<file path="src/rtl/syn_branch_predictor_pkg.sv">
// Shared definitions for the branch predictor.
// Contents:
//   ImAddrBit  - default instruction-memory word-address width
//   sat_cnt_e  - 2-bit saturating counter encodings
//   idx_bits() - index width for a given entry count
package syn_branch_predictor_pkg;

    localparam int unsigned ImAddrBit = 12;

    typedef enum logic [1:0] {
        CntSnt = 2'd0,  // strongly not taken
        CntWnt = 2'd1,  // weakly not taken
        CntWt  = 2'd2,  // weakly taken
        CntSt  = 2'd3   // strongly taken
    } sat_cnt_e;

    function automatic int unsigned idx_bits(input int unsigned entries);
        return $clog2(entries);
    endfunction

endpackage

</file>
<file path="src/rtl/cmb_sat_counter2.sv">
// Combinational next-state function for a 2-bit saturating counter.
// Ports:
//   cnt      - current counter value
//   taken    - branch outcome (1 = count up, 0 = count down)
//   cnt_next - next counter value, saturating at CntSnt / CntSt
module cmb_sat_counter2
    import syn_branch_predictor_pkg::*;
(
    input  sat_cnt_e cnt,
    input  logic     taken,
    output sat_cnt_e cnt_next
);

    always_comb begin
        cnt_next = cnt;
        if (taken) begin
            if (cnt != CntSt) cnt_next = sat_cnt_e'(cnt + 2'd1);
        end else begin
            if (cnt != CntSnt) cnt_next = sat_cnt_e'(cnt - 2'd1);
        end
    end

endmodule

</file>
<file path="src/rtl/syn_branch_predictor.sv">
// Direct-mapped branch target buffer with 2-bit saturating direction counters.
// Ports:
//   clk, rst        - clock, asynchronous active-high reset
//   en              - global enable; low freezes all state
//   pc              - IF fetch word address
//   pred_taken      - predicted taken for the instruction at pc
//   pred_target     - predicted next word address (pc+1 when not taken)
//   upd_valid       - a conditional branch resolves in EX this cycle
//   upd_pc          - word address of the resolving branch
//   upd_pred        - prediction that travelled with the branch
//   upd_taken       - actual outcome
//   upd_target      - actual taken target
//   mispredict      - combinational mispredict flag for the resolving branch
//   branch_cnt      - resolved-branch count
//   miss_cnt        - mispredict count
module syn_branch_predictor
    import syn_branch_predictor_pkg::*;
#(
    parameter int unsigned Entries = 16,
    parameter int unsigned AddrBit = ImAddrBit
) (
    input  logic               clk,
    input  logic               rst,
    input  logic               en,
    input  logic [AddrBit-1:0] pc,
    output logic               pred_taken,
    output logic [AddrBit-1:0] pred_target,
    input  logic               upd_valid,
    input  logic [AddrBit-1:0] upd_pc,
    input  logic               upd_pred,
    input  logic               upd_taken,
    input  logic [AddrBit-1:0] upd_target,
    output logic               mispredict,
    output logic [31:0]        branch_cnt,
    output logic [31:0]        miss_cnt
);

    localparam int unsigned IdxBit = idx_bits(Entries);
    localparam int unsigned TagBit = AddrBit - IdxBit;

    logic [Entries-1:0] valid_q;
    logic [TagBit-1:0]  tag_q    [Entries];
    logic [AddrBit-1:0] target_q [Entries];
    sat_cnt_e           cnt_q    [Entries];
    logic [31:0]        branch_cnt_q;
    logic [31:0]        miss_cnt_q;

    logic [IdxBit-1:0]  lk_idx;
    logic [TagBit-1:0]  lk_tag;
    logic               lk_hit;
    logic [IdxBit-1:0]  up_idx;
    logic [TagBit-1:0]  up_tag;
    logic               up_hit;
    sat_cnt_e           up_cnt_next;

    // Lookup reads registered state only, so a same-cycle update is not bypassed.
    always_comb begin
        lk_idx      = pc[IdxBit-1:0];
        lk_tag      = pc[AddrBit-1:IdxBit];
        lk_hit      = valid_q[lk_idx] && (tag_q[lk_idx] == lk_tag);
        pred_taken  = lk_hit && cnt_q[lk_idx][1];
        pred_target = pred_taken ? target_q[lk_idx] : pc + AddrBit'(1);
    end

    always_comb begin
        up_idx     = upd_pc[IdxBit-1:0];
        up_tag     = upd_pc[AddrBit-1:IdxBit];
        up_hit     = valid_q[up_idx] && (tag_q[up_idx] == up_tag);
        // Evaluated regardless of en so the pipeline can still flush.
        mispredict = upd_valid &&
                     ((upd_pred != upd_taken) || (upd_pred && (target_q[up_idx] != upd_target)));
    end

    cmb_sat_counter2 u_sat_counter (
        .cnt      (cnt_q[up_idx]),
        .taken    (upd_taken),
        .cnt_next (up_cnt_next)
    );

    always_ff @(posedge clk or posedge rst) begin
        if (rst) begin
            valid_q      <= '0;
            branch_cnt_q <= '0;
            miss_cnt_q   <= '0;
            for (int unsigned i = 0; i < Entries; i++) begin
                tag_q[i]    <= '0;
                target_q[i] <= '0;
                cnt_q[i]    <= CntSnt;
            end
        end else if (en && upd_valid) begin
            branch_cnt_q <= branch_cnt_q + 32'd1;
            if (mispredict) miss_cnt_q <= miss_cnt_q + 32'd1;
            if (up_hit) begin
                cnt_q[up_idx] <= up_cnt_next;
                if (upd_taken) target_q[up_idx] <= upd_target;
            end else if (upd_taken) begin
                // Allocate or replace the aliasing entry, starting weakly taken.
                valid_q[up_idx]  <= 1'b1;
                tag_q[up_idx]    <= up_tag;
                target_q[up_idx] <= upd_target;
                cnt_q[up_idx]    <= CntWt;
            end
        end
    end

    assign branch_cnt = branch_cnt_q;
    assign miss_cnt   = miss_cnt_q;

endmodule

</file>
<file path="config.mk">
export PLATFORM = sky130hd
export DESIGN_NAME = syn_branch_predictor
export DESIGN_NICKNAME = d
export VERILOG_FILES = /design/src/rtl/syn_branch_predictor_pkg.sv /design/src/rtl/cmb_sat_counter2.sv /design/src/rtl/syn_branch_predictor.sv
export SDC_FILE = /design/constraint.sdc
export NUM_CORES = 1
export LEC_CHECK = 0
export ABC_AREA = 1
export BUFFER_PORTS_ARGS = -buffer_cell sky130_fd_sc_hd__buf_2
export CORE_ASPECT_RATIO = 1.5
export CORE_UTILIZATION = 50
export DETAILED_ROUTE_END_ITERATION = 6
export HOLD_SLACK_MARGIN = 0.03
export PLACE_DENSITY = 0.7
export SLEW_MARGIN = 20
export SYNTH_ARGS = -nofsm -noshare
export SYNTH_HDL_FRONTEND = slang
export SYNTH_SLANG_ARGS = --single-unit
</file>
<file path="constraint.sdc">
create_clock -name clk -period 13.8 [get_ports clk]
set_input_delay 2.76 -clock clk [delete_from_list [all_inputs] [get_ports clk]]
set_output_delay 2.76 -clock clk [all_outputs]
set_load 0.05 [all_outputs]
</file>
======== Word-level counts from Yosys, hierarchy flattened ========
Cells that the tools add are included.
storage, ports and cells
  RAM bits ................................ 0
  memories ................................ 0
  register bits after elaboration ......... 432
  latch bits .............................. 0
  word-level logic and storage cells ...... 128
  input port bits ......................... 42
  ROM bits ................................ 0
  output and inout bits ................... 78
cells by class
  shift operators ......................... 0
  bitwise operators ....................... 7
  add/subtract/negate cells ............... 5
  div/mod/pow operators ................... 0
  multipliers ............................. 0
  magnitude comparators ................... 6
  reductions and logical operators ........ 15
  mux-type cells .......................... 39
  eq/ne operators ......................... 5
operators with widths
  kind                   number
  $bwmux 192             1
  $bwmux 128             1
  $bmux 12 s4            2
  $mux 12                6
  $add 32x1->32 const B  2
  $bmux 8 s4             2
  $mux 32                2
  $demux 12 s4           1
  $mux 8                 5
  $bwmux 32              1
  $demux 8 s4            1
  $or 16x16->16          2
  $and 16x16->16         1
  $bmux 2 s4             2
  $eq 8x8->1             2
  $mux 2                 8
  $not 16->16            1
  $add 12x1->12 const B  1
  $ne 12x12->1           1
  $ge 5x5->1 const B     2
  $lt 4x5->1 const B     2
  $not 4->5              2
  $bmux 1 s4             2
  $demux 2 s4            1
  other kinds (14)       26

======== Depth between registers and ports, before layout ========
Gate-level depths: netlist of the first run.
  word-level depth ........................ 9
  gate-level depth with buffers ........... 20
  depth with buffers taken out ............ 18

======== Hierarchy ========
A second synthesis of the first run with hierarchy kept.
unflattened totals
  cell total of the unflattened synthesis .. 3405
  area total of the unflattened synthesis .. 24378.4 µm²
modules (own cells, without submodules)
  module                area each (µm²)  times used  sequential area each (µm²)  cells an instance
  syn_branch_predictor  24353.4          1           10810.4                     3399
  cmb_sat_counter2      25.0             1           0.0                         6

======== Least setup slack after synthesis of the first run ========
Ideal clock, no wire load.
  path type ............................... input -> output
  from .................................... input port upd_pc[1]
  to ...................................... output port mispredict
  cell stages on the path ................. 14
  data arrival time ....................... 5093 ps
  slack ................................... 5947 ps
  required time ........................... 11040 ps
  path buffers ............................ 2
  path through ............................ inv_2 nand2_1 inv_1 buf_2 buf_2 nand2_1 o21ai_0 o21ai_0 nand2_1 o21ai_0 nand2_1 nand3_1 nor2_1 a21boi_0
between the ends
  cells in the longest elaborated chain, start to end .. 8
RTL lines
  element                                      RTL line                    RTL
  start, declared                              syn_branch_predictor.sv:29  input logic [AddrBit-1:0] upd_pc,
  $not 4->5 (not written as such)              syn_branch_predictor.sv:71  ((upd_pred != upd_taken) || (upd_pred && (target_q[up_idx] != upd_target)));
  $bmux 12 s4                                  syn_branch_predictor.sv:71
  $mux 12 (not written as such) (2 in series)  syn_branch_predictor.sv:71
  $ne 12x12->1                                 syn_branch_predictor.sv:71
  $logic_and 1x1->1                            syn_branch_predictor.sv:71
  $logic_or 1x1->1                             syn_branch_predictor.sv:71
  $logic_and 1x1->1                            syn_branch_predictor.sv:70  mispredict = upd_valid &&
  end, declared                                syn_branch_predictor.sv:33  output logic mispredict,
No other way between the ends. The select of a mux whose other input is x is not followed.

======== Worst setup path after layout of the first run ========
  from .................................... input port pc[0]
  to ...................................... output port pred_target[5]
between the ends
  cells in the longest elaborated chain, start to end .. 8
  elaborated cells on any way between the ends .. 17
  classes of those cells .................. add/sub: 1; eq/ne: 1; mux: 12; bitwise: 1; reduce/logical: 2
RTL lines
  element                                     RTL line                                                                            RTL
  start, declared                             syn_branch_predictor.sv:25                                                          input logic [AddrBit-1:0] pc,
  $not 4->5 (not written as such)             syn_branch_predictor.sv:60, syn_branch_predictor.sv:61, syn_branch_predictor.sv:62
  $bmux 8 s4                                  syn_branch_predictor.sv:60                                                          lk_hit = valid_q[lk_idx] && (tag_q[lk_idx] == lk_tag);
  $mux 8 (not written as such) (2 in series)  syn_branch_predictor.sv:60
  $eq 8x8->1                                  syn_branch_predictor.sv:60
  $logic_and 1x1->1                           syn_branch_predictor.sv:60
  $logic_and 1x1->1                           syn_branch_predictor.sv:61                                                          pred_taken = lk_hit && cnt_q[lk_idx][1];
  $mux 12 *                                   syn_branch_predictor.sv:62                                                          pred_target = pred_taken ? target_q[lk_idx] : pc + AddrBit'(1);
  end, declared                               syn_branch_predictor.sv:27                                                          output logic [AddrBit-1:0] pred_target,
Every way passes the cells marked *; elsewhere a longest branch is shown, timed or not. The select of a mux whose other input is x is not followed.

==> results of run 1 <==
placed cells by master, fill, tap and decap left out, types with 10 or more instances in the layout:
master	Yosys	routed
a21oi_1	82	82
dfrtp_1	432	432
xnor2_1	19	19
xor2_1	50	50
nor2_1	238	230
nor3_1	23	22
buf_4	19	41
nand4_1	63	63
clkbuf_8	0	11
clkbuf_1	130	11
o211ai_1	38	38
o21ai_0	587	587
o2111ai_1	13	13
inv_1	210	209
clkbuf_16	0	47
nand3_1	159	159
o22ai_1	14	14
o21ai_1	40	40
nand2_1	1274	1270
buf_2	46	116
nor4_1	10	10
stage by stage:
stage / area [sq um] / hold slack, ns / total power [mW] / setup slack, ns
finish: 26900 / 0.469 / 3.39 / 4.67
global route: 26900 / 0.489 / 3.55 / 4.43
CTS: 26900 / 0.466 / 3.40 / 4.77
detailed placement: 25400 / 0.452 / 2.15 / 4.76
global placement: 25400 / 0.451 / 2.14 / 4.88
floorplan: 24600 / 0.430 / 1.97 / 5.21
sequential cells by signal, indices dropped and copies added (netlist names):
signal      flops
miss_cnt       32
tag_q         128
target_q      192
cnt_q          32
branch_cnt     32
valid_q        16
area by class of cell:
cell class	count	area, sq um	area share, %
sequential	432	10800	40.2
clock buffer	69	1370	5.09
tap	656	821	3.05
timing repair buffer	158	900	3.35
clock inverter	12	116	0.433
multi-input combinational	2639	12000	44.8
inverter	215	813	3.03
report_power, final:
part	switching, mW	internal, mW
Sequential	0.121	1.42
Clock	0.529	0.719
Combinational	0.421	0.180
Total	1.07	2.32
routing by layer:
layer	vias up	routed length (um)
met5	-	37
met4	6	5550
met3	309	6360
met2	1113	39300
met1	11200	31400
li1	11400	-
tightest hold or removal path: stages, from the launching register on:
cell and delay, ns:
dfrtp_1 0.32, inv_1 0.05, nand2_1 0.06
how the worst max path moves through the flow:
stage | from | slack, ns | to
after floorplan | rst | 5.21 | branch_cnt[0]
after global placement | pc[0] | 4.88 | pred_target[10]
after detailed placement | pc[0] | 4.76 | pred_target[5]
after CTS | pc[0] | 4.77 | pred_target[5]
after global routing | pc[0] | 4.43 | pred_target[5]
final | pc[0] | 4.67 | pred_target[5]
cell families (layout without fill, tap and decap cells):
| group | after synthesis | in the layout | share of synthesized area (%) |
|---|---|---|---|
| AOI/OAI and AO/OA | 782 | 782 | 16.6 |
| adders and majority gates | 3 | 3 | 0.152 |
| buffers and inverters | 435 | 454 | 7.47 |
| DFF | 432 | 432 | 43.9 |
| and+or+nand+nor | 1785 | 1785 | 29.4 |
| xor gates and xnor gates | 69 | 69 | 2.45 |
==> results.txt, run 1 <==
----------------------------------------------------
[Logic synthesis]
  Top FF cell, synth ... dfrtp_1
  Leading post-synthesis cells by cell area ... dfrtp_1 (44%), nand2_1 (19%), o21ai_0 (12%)
  Cell taking the most area after synthesis ... dfrtp_1
  Post-synthesis sequential area ratio ... 43.9%
  Ys Warns ... 0
  Fraction of post-synthesis cell area in the top cell type by area ... 43.9%
  Area of the mapped netlist ... 24600 sq um
  Avg Cell Area, Syn ... 7.03 sq um
  Most frequent cells after synthesis ... nand2_1 (1274), o21ai_0 (587), dfrtp_1 (432)
  Synth Register Bits ... 432
  EDFF count, synth ... 0
  Post-synthesis cell type count ... 39
  Library cell with the highest instance count after synthesis ... nand2_1
  Net count of the mapped netlist ... 3551
  FFs w/ async S/R, synth ... 100%
  Gate Count Post-Synth ... 3506

[Clock tree]
  H-tree Lvls ... 2
  Root Driver ... clkbuf_16
  TritonCTS clock tree ... done
  Clock latency of the later-clocked register in the worst-skew pair ... 0.59 ns
  Clock Pin Slew Worst Setup and Hold Paths ... 0.06 ns
  Post-cts hold buffer count ... 0
  Total setup buffers inserted after CTS ... 0
  Number of clock sinks ... 432
  Number of cells upsized or downsized after cts ... 0
  Clock buffers created by TritonCTS ... 45
  Deepest clock path buffer count ... 3

[Routing]
  Number of search-and-repair iterations in the first detailed-routing pass ... 7
  Total routed wirelength ... 82.6 mm
  DRC violations left ... 0
  Via-per-instance ratio ... 5.75
  DRC marker count from the first detailed-route iteration ... 2536
  Routed length per placed instance ... 19.8 um
  Antenna violation net count after detailed routing ... 0
  Total number of vias ... 24100

[STA]
  Max_slew headroom ... 18.7%
  Post-layout min period ... 9.13 ns
  Max Clk Rate ... 0.110 GHz
  Unrepaired setup endpoints after global routing ... no
  Setup violators final ... 0
  Final number of max-transition violations ... 0
  Tcrit/Tclk final ... 66.2%
  Post-route clock skew ... 0.0180 ns
  Transition time of the tightest slew-check pin ... 1.22 ns
  Number of endpoints with negative hold slack in the final report ... 0
  Setup TNS ... 0 ns

[Min path]
  Capture endpoint of the worst hold path ... valid_q[13]
  WHS Path Cells ... 2
  Startpoint of the lowest-slack hold path ... valid_q[13]
  Class of the most critical hold timing path ... reg2reg

[Final layout]
  ANT cells ... 0
  Utilization after layout ... 55.2%
  Net total in the final layout ... 3536
  Fillers ... 4846
  Proportion of layout cells with a drive suffix above 1 ... 7.40%
  Layout Area Growth over Synthesis ... 9.02%
  Count of placed standard cells in the final layout, fillers left out ... 4181

[Worst setup path]
  Crit path capture type ... primary output
  Maximum fanout along the worst path ... 124
  Critical path's top delay family ... buffers and inverters
  Cells along the critical path ... buf_6, inv_4, o21ai_0, a21oi_1, or2_2, inv_1, nand4_1, nand3b_1, nor2_1, buf_4, nand2_1, nand2_1, nand2_1, buf_2
  Arrival time of the worst setup path ... 6.37 ns
  Worst path buffer plus inverter count ... 5
  Cell with the biggest individual delay on the critical path ... buf_6
  Reg-to-reg startpoint ... target_q[126]
  Crit path top cell by count ... nand2_1
  Register-to-register path setup slack ... 10.35 ns
  Reg2reg path depth ... 12
  Required time of the worst setup path ... 11.04 ns
  Category of the critical setup timing path ... in2out
  Count of cell instances traversed by the critical path ... 14
  Delay contributed by the slowest stage of the critical path ... 0.66 ns
  RR Endpoint ... miss_cnt[18]
  Kind of launch point of the worst setup path ... input pin

[Global route]
  Pin count of the biggest net entering global routing ... 125
  Layer with the highest usage ... met2
  Vias in the first global route ... 22600
  First-pass GRT wire length ... 128 mm
  Remaining Overflow, GRT ... 0
  Global-route track usage on met3 ... 5.18%
  Met1 Usage GRT ... 40.0%
  Antenna violations before repair ... 4
  Met2 usage ... 55.0%
  GRT Overall Usage ... 33.1%

[Floorplan]
  Placement row count ... 99
  Die Outline Area ... 50200 sq um
  Top Ports ... 120
  Floorplan die height ... 274 um
  Total core area ... 48700 sq um
  Initial cell density of the core ... 50.6%
  Die Span X ... 183 um

[Placed design]
  Routability congestion estimate from global placement ... 0.956
  Placed cell count ... 4100
  HPWL reported at the end of detailed placement ... 53.3 mm
  Port Buffer Count ... 119

[Pwr]
  Worst voltage drop across the vdd grid ... 152 uV
  Leakage ... 13.1 nW
  Areal power density over the cells ... 126 nW/um^2

[Outcome]
  Result of the run ... completed

[Job]
  Reported max-cap violation count ... 0

----------------------------------------------------
Note: power is estimated with default switching activity, not from simulation.
==> inputs of run 2 (changes only) <==
--- a/config.mk
+++ b/config.mk
@@ -11,7 +11,7 @@
 export CORE_UTILIZATION = 50
 export DETAILED_ROUTE_END_ITERATION = 6
 export HOLD_SLACK_MARGIN = 0.03
-export PLACE_DENSITY = 0.7
+export PLACE_DENSITY = 0.67
 export SLEW_MARGIN = 20
 export SYNTH_ARGS = -nofsm -noshare
 export SYNTH_HDL_FRONTEND = slang
==> constraint.sdc (replaced) <==
create_clock -name clk -period 9.2 [get_ports clk]
set_input_delay 1.84 -clock clk [delete_from_list [all_inputs] [get_ports clk]]
set_output_delay 1.84 -clock clk [all_outputs]
set_load 0.05 [all_outputs]
==> results.txt, run 2 (synthesis results as in run 1) <==
----------------------------------------------------
[Pwr]
  Leakage ... 13.0 nW (-0.18%)
  Worst voltage drop across the vdd grid ... 133 uV (-13%)
  Overall power after layout ... 5.09 mW (+50%)
  Areal power density over the cells ... 190 nW/um^2 (+50%)

[Clock tree]
  Deepest clock path buffer count ... 3 (unchanged)
  H-tree Lvls ... 2 (unchanged)
  Clock buffers created by TritonCTS ... 45 (unchanged)
  TritonCTS clock tree ... done
  Clock Pin Slew Worst Setup and Hold Paths ... 0.06 ns (about the same)
  Number of cells upsized or downsized after cts ... 0 (unchanged)
  Total setup buffers inserted after CTS ... 0 (unchanged)
  Clock latency of the later-clocked register in the worst-skew pair ... 0.59 ns (about the same)
  Post-cts hold buffer count ... 0 (unchanged)
  Number of clock sinks ... 432 (unchanged)
  Root Driver ... clkbuf_16

[Placed design]
  Post-Place Worst Slack ... 1.62 ns (-3.14 ns)
  Routability congestion estimate from global placement ... 0.923 (-3.4%)
  HPWL reported at the end of detailed placement ... 56.3 mm (+5.7%)
  Placement-stage cell area ... 25400 sq um (about the same)
  Port Buffer Count ... 119 (unchanged)

[Min path]
  Capture endpoint of the worst hold path ... valid_q[9]
  Startpoint of the lowest-slack hold path ... valid_q[9]
  Class of the most critical hold timing path ... reg2reg
  WHS Path Cells ... 2 (unchanged)

[STA]
  Final hold slack ... 0.472 ns (+0.00227 ns)
  Setup violators final ... 0 (unchanged)
  Tcrit/Tclk final ... 84.1%
  Fin worst setup slack ... 1.47 ns (-3.20 ns)
  Final number of max-transition violations ... 0 (unchanged)
  Unrepaired setup endpoints after global routing ... no
  Max Clk Rate ... 0.129 GHz
  Setup TNS ... 0 ns (unchanged)
  Post-layout min period ... 7.73 ns
  Transition time of the tightest slew-check pin ... 1.13 ns (-0.0816 ns)
  Max_slew headroom ... 23.9% (+5.2 points)
  Number of endpoints with negative hold slack in the final report ... 0 (unchanged)
  Post-route clock skew ... 0.0379 ns (+0.0198 ns)

[Routing]
  Routed length per placed instance ... 20.6 um (+4.3%)
  Antenna violation net count after detailed routing ... 0 (unchanged)
  Via-per-instance ratio ... 5.87 (+2.0%)
  Total routed wirelength ... 86.2 mm (+4.3%)
  Total number of vias ... 24500 (+1.9%)
  Number of search-and-repair iterations in the first detailed-routing pass ... 7 (unchanged)
  DRC violations left ... 2 (+2)
  DRC marker count from the first detailed-route iteration ... 2941 (+16%)

[Worst setup path]
  Register-to-register path setup slack ... 5.72 ns (-4.63 ns)
  Reg-to-reg startpoint ... tag_q[39]
  Kind of launch point of the worst setup path ... input pin
  Category of the critical setup timing path ... in2out
  RR Endpoint ... tag_q[65]
  Crit path capture type ... primary output
  Maximum fanout along the worst path ... 79 (-36%)
  Reg2reg path depth ... 14 (+2)
  Arrival time of the worst setup path ... 5.89 ns (-0.48 ns)
  Required time of the worst setup path ... 7.36 ns (-3.68 ns)

[Final layout]
  Highest-count cells in the layout ignoring fill and taps ... nand2_1 (1271), o21ai_0 (587), dfrtp_1 (432)
  Most frequent standard cell in the layout excluding fill and tap cells ... nand2_1
  Largest register by flop count ... target_q
  Post-route design area ... 26900 sq um (about the same)
  Net total in the final layout ... 3535 (-0.028%)
  ANT cells ... 0 (unchanged)
  Max reg flops ... 192 (unchanged)
  Layout Area Growth over Synthesis ... 8.98% (about the same)
  Proportion of layout cells with a drive suffix above 1 ... 7.29% (-0.11 points)
  Regs by FF count ... target_q (192), tag_q (128)

[Floorplan]
  Die Outline Area ... 50200 sq um (unchanged)
  Placement row count ... 99 (unchanged)
  Die Span X ... 183 um (unchanged)
  Total core area ... 48700 sq um (unchanged)
  Floorplan die height ... 274 um (unchanged)
  Initial cell density of the core ... 50.6% (unchanged)
  Top Ports ... 120 (unchanged)

[Global route]
  GRT Overall Usage ... 34.7% (+1.5 points)
  Vias in the first global route ... 23300 (+3.0%)
  First-pass GRT wire length ... 134 mm (+4.9%)
  Remaining Overflow, GRT ... 0 (unchanged)
  Pin count of the biggest net entering global routing ... 175 (+40%)
  Antenna violations before repair ... 3 (-1)

[Job]
  Reported max-cap violation count ... 0 (unchanged)

[Outcome]
  Result of the run ... finished with violations
  Violated checks ... design-rule violations

----------------------------------------------------
## run 2: final cells by class
class                           count  area (sq um)
Clock inverter                     16           181
Fill cell                        4652         21800
Sequential cell                   432         10800
Inverter                          215           813
Tap cell                          656           821
Multi-Input combinational cell   2639         12000
Clock buffer                       64          1290
Timing Repair Buffer              157           905
## run 2: per-stage QoR
stage | utilization, % | instances
final | 55.2 | 4179
after global routing | 55.2 | 4179
after CTS | 55.2 | 4179
after detailed placement | 52.1 | 4099
after global placement | 52.1 | 4099
after floorplan | - | 3506
## run 2: worst max-delay path by stage
stage / from / end / slack [ns] / depth (start not counted)
after floorplan: rst / branch_cnt[0] / 1.53 / 1
after global placement: pc[0] / pred_target[11] / 1.67 / 16
after detailed placement: pc[0] / pred_target[11] / 1.62 / 16
after CTS: pc[0] / pred_target[11] / 1.60 / 16
after global routing: pc[0] / pred_target[1] / 1.19 / 16
final: pc[0] / pred_target[2] / 1.47 / 16
## run 2: per-layer routing
| layer | track usage [%] | share of wire, % | up-vias |
|---|---|---|---|
| met5 | 0 | 0 | - |
| met4 | 20.9 | 6.5 | 0 |
| met3 | 5.06 | 7.9 | 294 |
| met2 | 57.9 | 48 | 1236 |
| met1 | 42.5 | 38 | 11600 |
| li1 | - | - | 11400 |
## run 2: critical path: stages
cell and delay, ns:
buf_6 0.25, inv_4 0.69, buf_4 0.49, o21ai_0 0.13, o22ai_1 0.13, nand2_1 0.07, nand2_1 0.10, inv_1 0.05
nand3_1 0.06, nand3_1 0.08, nor3_1 0.76, buf_4 0.31, nand2_1 0.38, nand2_1 0.20, nand2_1 0.06, buf_2 0.21
## run 2: where the power goes
group	switching [mW]	internal (mW)	leakage (nW)
Clock	0.802	1.06	0.716
Sequential	0.187	2.13	5.60
Combinational	0.642	0.271	6.72
Total	1.63	3.46	13.0
